File: config.mk
export PLATFORM = sky130hd
export DESIGN_NAME = sram_controller
export DESIGN_NICKNAME = d
export VERILOG_FILES = /design/src/rtl/sram_controller_pkg.sv /design/src/rtl/sram_controller.sv
export SDC_FILE = /design/constraint.sdc
export NUM_CORES = 1
export LEC_CHECK = 0
export ABC_CLOCK_PERIOD_IN_PS = 4100
export BUFFER_PORTS_ARGS = -buffer_cell sky130_fd_sc_hd__clkbuf_2
export CAP_MARGIN = 30
export CORE_MARGIN = 3
export CORE_UTILIZATION = 52
export CTS_CLUSTER_SIZE = 30
export DETAILED_ROUTE_END_ITERATION = 7
export GPL_TIMING_DRIVEN = 0
export PLACE_DENSITY = 0.95
export SLEW_MARGIN = 20
export SYNTH_ARGS = -nofsm -noshare
export SYNTH_HDL_FRONTEND = slang
export SYNTH_SLANG_ARGS = --single-unit
export TNS_END_PERCENT = 10
File: constraint.sdc
create_clock -name clk -period 4.1 [get_ports clk]
set_input_delay 0.205 -clock clk [delete_from_list [all_inputs] [get_ports clk]]
set_output_delay 0.205 -clock clk [all_outputs]
set_load 0.1 [all_outputs]
File: src/rtl/sram_controller_pkg.sv
// Shared types and defaults for the half-word SRAM controller.
// Latency: none (definitions only).
// Backpressure: not applicable.
package sram_controller_pkg;

    typedef enum logic [1:0] {
        IDLE = 2'd0,
        LOW  = 2'd1,
        HIGH = 2'd2,
        DONE = 2'd3
    } state_t;

    localparam int BASE_ADDR_DEF     = 1024;
    localparam int ACCESS_CYCLES_DEF = 2;
    localparam int SRAM_AW_DEF       = 18;
    localparam int SRAM_DW           = 16;
    localparam int CNT_W             = 4;

    // Half-word index of the low half of the addressed word; caller truncates to SRAM width.
    function automatic logic [31:0] low_half_of(input logic [31:0] addr, input logic [31:0] base);
        return ((addr - base) >> 2) << 1;
    endfunction

endpackage

File: src/rtl/sram_controller.sv
// Turns one 32-bit load/store into two half-word accesses on an async 16-bit SRAM.
// Latency: ready returns in cycle 2*ACCESS_CYCLES+1 after the request is first seen.
// Backpressure: ready low freezes the pipeline until the DONE cycle; idle pipeline never stalls.
module sram_controller
    import sram_controller_pkg::*;
#(
    parameter int BASE_ADDR     = BASE_ADDR_DEF,
    parameter int ACCESS_CYCLES = ACCESS_CYCLES_DEF,
    parameter int SRAM_AW       = SRAM_AW_DEF
) (
    input  logic               clk,
    input  logic               rst,
    input  logic               rd_en,
    input  logic               wr_en,
    input  logic [31:0]        address,
    input  logic [31:0]        write_data,
    output logic [31:0]        read_data,
    output logic               ready,
    output logic [SRAM_AW-1:0] sram_addr,
    output logic [SRAM_DW-1:0] sram_dq_out,
    output logic               sram_dq_oe,
    input  logic [SRAM_DW-1:0] sram_dq_in,
    output logic               sram_we_n,
    output logic               sram_oe_n
);

    state_t             state, state_nxt;
    logic [CNT_W-1:0]   cnt;
    logic [SRAM_AW-1:0] lo_addr_q;
    logic [SRAM_AW-1:0] lo_addr_nxt;
    logic [SRAM_AW-1:0] hi_addr;
    logic [31:0]        wdata_q;
    logic               op_wr_q;
    logic               req;
    logic               last;

    assign req         = rd_en | wr_en;
    assign last        = (cnt == CNT_W'(ACCESS_CYCLES - 1));
    assign lo_addr_nxt = SRAM_AW'(low_half_of(address, 32'(BASE_ADDR)));
    assign hi_addr     = {lo_addr_q[SRAM_AW-1:1], 1'b1};

    always_ff @(posedge clk or posedge rst) begin
        if (rst) begin
            state <= IDLE;
        end else begin
            state <= state_nxt;
        end
    end

    // Bus outputs decode straight from state so an async reset idles the bus immediately.
    always_comb begin
        state_nxt   = state;
        ready       = 1'b0;
        sram_addr   = '0;
        sram_dq_out = '0;
        sram_dq_oe  = 1'b0;
        sram_we_n   = 1'b1;
        sram_oe_n   = 1'b1;
        case (state)
            IDLE: begin
                ready = !req;
                if (req) begin
                    state_nxt = LOW;
                end
            end
            LOW: begin
                sram_addr   = lo_addr_q;
                sram_dq_out = op_wr_q ? wdata_q[15:0] : '0;
                sram_dq_oe  = op_wr_q;
                sram_we_n   = !op_wr_q;
                sram_oe_n   = op_wr_q;
                if (last) begin
                    state_nxt = HIGH;
                end
            end
            HIGH: begin
                sram_addr   = hi_addr;
                sram_dq_out = op_wr_q ? wdata_q[31:16] : '0;
                sram_dq_oe  = op_wr_q;
                sram_we_n   = !op_wr_q;
                sram_oe_n   = op_wr_q;
                if (last) begin
                    state_nxt = DONE;
                end
            end
            DONE: begin
                ready     = 1'b1;
                state_nxt = IDLE;
            end
            default: state_nxt = IDLE;
        endcase
    end

    always_ff @(posedge clk or posedge rst) begin
        if (rst) begin
            cnt       <= '0;
            lo_addr_q <= '0;
            wdata_q   <= '0;
            op_wr_q   <= 1'b0;
            read_data <= '0;
        end else begin
            case (state)
                IDLE: begin
                    if (req) begin
                        cnt       <= '0;
                        lo_addr_q <= lo_addr_nxt;
                        wdata_q   <= write_data;
                        op_wr_q   <= wr_en;
                    end
                end
                LOW: begin
                    cnt <= last ? '0 : cnt + 1'b1;
                    if (last && !op_wr_q) begin
                        read_data[15:0] <= sram_dq_in;
                    end
                end
                HIGH: begin
                    cnt <= last ? '0 : cnt + 1'b1;
                    if (last && !op_wr_q) begin
                        read_data[31:16] <= sram_dq_in;
                    end
                end
                default: ;
            endcase
        end
    end

endmodule

==> results.py <==
metrics = {
    "timing": {
        "worst_pin_slew_ns": 0.580,
        "holdWs_ns": 0.0361,
        "tns_ns": 0,
        "fin_worst_skew_ns": 0.00946,
        "setup_viol": 0,
        "maxSlewHeadroom": 0.609,
        "timing.final.hold_violations": 0,
        "drv_slew": 0,
        "period_share": 0.728,
        "clock.fmax_mhz": 335,
        "min_period_ns": 2.98,
        "rsz0062_at_grt": "false",
    },
    "yosys": {
        "yosys_register_bits": 88,
        "synth_cell_types": 36,
        "yosys_warnings": 0,
        "avgSynthCellArea_um2": 9.97,
        "syn_nets": 488,
        "synth_area_um2": 3950,
        "synth-edff-count": 0,
        "synth_cells": 396,
        "async_flop_share": 1.00,
        "synth_ff_type": "dfrtp_1",
        "yosysSeqAreaShare": 0.558,
    },
    "placed_design": {
        "dp_cells": 634,
        "portBuffers": 138,
        "dp_hpwl_um": 7330,
        "place.gp.congestion": 0.829,
    },
    "critical_path": {
        "critPathMaxStageDelay_ns": 0.48,
        "crit_arrival_ns": 2.78,
        "crit_slowest_cell": "clkbuf_2",
        "cp.required_ns": 3.89,
        "critPathCaptureType": "output pin",
        "worst-path-max-fanout": 10,
        "cp-start-kind": "flop",
        "crit_chain": "inv_1 -> ha_1 -> clkbuf_1 -> nand2_1 -> clkbuf_1 -> nor2_1 -> clkbuf_2",
        "cp_common_cell": "clkbuf_1",
        "criticalPathCategory": "reg -> out",
        "r2r_start": "state[0]$_DFFE_PP0P_",
        "crit_path_start": "state[0]$_DFFE_PP0P_",
    },
    "cts": {
        "cts_buffers": 9,
        "clock_latency_ns": 0.35,
        "ctsLongestPathBuffers": 2,
        "cts_tree": "done",
        "htree_levels": 3,
        "path_clk_slew_ns": 0.09,
        "clockRootBuffer": "clkbuf_8",
        "cts_resized": 0,
        "cts_sinks": 88,
    },
    "layout": {
        "syn2layout_area_growth_pct": 27.5,
        "final_cells": 651,
        "multi_input_area_um2": 1620,
        "final_cell_mix": "clkbuf_2 (138), nand2_1 (129), dfrtp_1 (88)",
        "regArea_um2": 2200,
        "nFillCells": 601,
        "nets": 639,
        "mostFrequentLayoutCell": "clkbuf_2",
        "antenna_cells": 0,
        "layout-drive-gt1-share": 0.370,
    },
    "grt": {
        "grt_remaining_overflow": 0,
        "grt_first_pass_wirelength_um": 15700,
        "grtUsageTotal": 0.229,
        "antenna_found_initial": 0,
        "grt_max_degree": 50,
        "grt_pass1_vias": 3397,
    },
    "routing": {
        "ant_nets": 0,
        "via_per_inst": 5.18,
        "wl_per_cell_um": 14.8,
        "vias": 3373,
        "wl_um": 9650,
        "first_pass_iters": 4,
        "drtIter0Drc": 141,
        "drc": 0,
    },
    "floorplan": {
        "die_area_um2": 8670,
        "num_rows": 31,
        "die_width_um": 93.1,
        "die_h_um": 93.1,
        "core_um2": 7290,
        "start_util": 0.541,
        "design.portCount": 154,
    },
    "run": {
        "maxCapViolations": 0,
    },
    "status": {
        "status": "completed",
    },
    "min_path": {
        "min_path_type": "in -> reg",
        "min_from": "write_data[20]",
    },
}
[synth_stat cells, types with 3 or more instances]
cell / number / area, um^2
a31oi_1: 5 / 31.3
mux2_2: 33 / 372
nand3_1: 3 / 15.0
clkbuf_1: 15 / 56.3
dfrtp_1: 88 / 2200
a22oi_1: 16 / 120
nand2_1: 129 / 484
nor2_1: 24 / 90.1
o21ai_0: 9 / 45.0
nand2b_1: 5 / 31.3
and3_1: 17 / 106
buf_2: 6 / 30.0
inv_1: 7 / 26.3
ha_1: 8 / 100
or4_1: 3 / 22.5
[per-layer routing]
| layer | wire [um] | global-route usage | up-vias |
|---|---|---|---|
| li1 | - | - | 1627 |
| met5 | 0 | 0 | - |
| met2 | 4790 | 0.385 | 132 |
| met1 | 4000 | 0.287 | 1593 |
| met3 | 658 | 0.0499 | 21 |
| met4 | 198 | 0.0928 | 0 |
[worst max-delay path, delay by kind of cell (launching register included)]
kind | cells | cell delay [ns]
adder cells (fa/ha/maj) | 1 | 0.30
AND/OR/NAND/NOR | 2 | 0.54
flip-flops | 1 | 0.38
buffers and inverters | 4 | 1.20
[final timing paths]
kind	cells past startpoint	end	slack (ns)
min in group asynchronous	3	read_data[0]$_DFFE_PP0P_	0.44
worst min-delay path	3	wdata_q[20]$_DFFE_PP0P_	0.04
max in group asynchronous	4	read_data[28]$_DFFE_PP0P_	3.05
worst max-delay path	7	sram_dq_out[10]	1.12
worst min register to register	2	lo_addr_q[7]$_DFFE_PP0P_	0.48
worst max register to register	7	state[1]$_DFFE_PP0P_	2.08
[kinds of logic after synthesis]
kind of cell	share of synthesized area
DFF	0.558
xor gates and xnor gates	0.00222
buffers and inverters	0.0304
muxes	0.0942
and+or+nand+nor	0.220
adders and majority gates	0.0254
AOI/OAI and AO/OA	0.0698
[sequential cells by signal, summed over array words and instances (netlist names)]
signal,cells
state,2
read_data,32
lo_addr_q,17
op_wr_q,1
cnt,4
wdata_q,32
[final cells by class]
class                      count  area share
buffer                        23      0.0187
clock buffer                  10      0.0274
clock inverter                 6      0.0182
inverter                       7     0.00572
multi-input combinational    278       0.323
sequential                    88       0.438
tap                           99      0.0246
timing repair buffer         140       0.145
[per-stage QoR]
| step | util | setup WS [ns] | area, um^2 |
|---|---|---|---|
| after floorplan | - | 0.654 | 3950 |
| after detailed placement | 0.657 | 1.51 | 4790 |
| final | 0.690 | 1.12 | 5030 |
| after global placement | 0.653 | 0.741 | 4760 |
| after CTS | 0.690 | 1.11 | 5030 |
| after global routing | 0.690 | 0.953 | 5030 |
[timing repair]
action,CTS,global route
endpoints found under the setup margin,0,0
hold buffers,1,0
buffers inserted,0,0
endpoints found under the hold margin,39,0
Power is left out: the tool's default activity adds up to more than one toggle a clock period on the data nets, which glitch-free logic cannot reach.
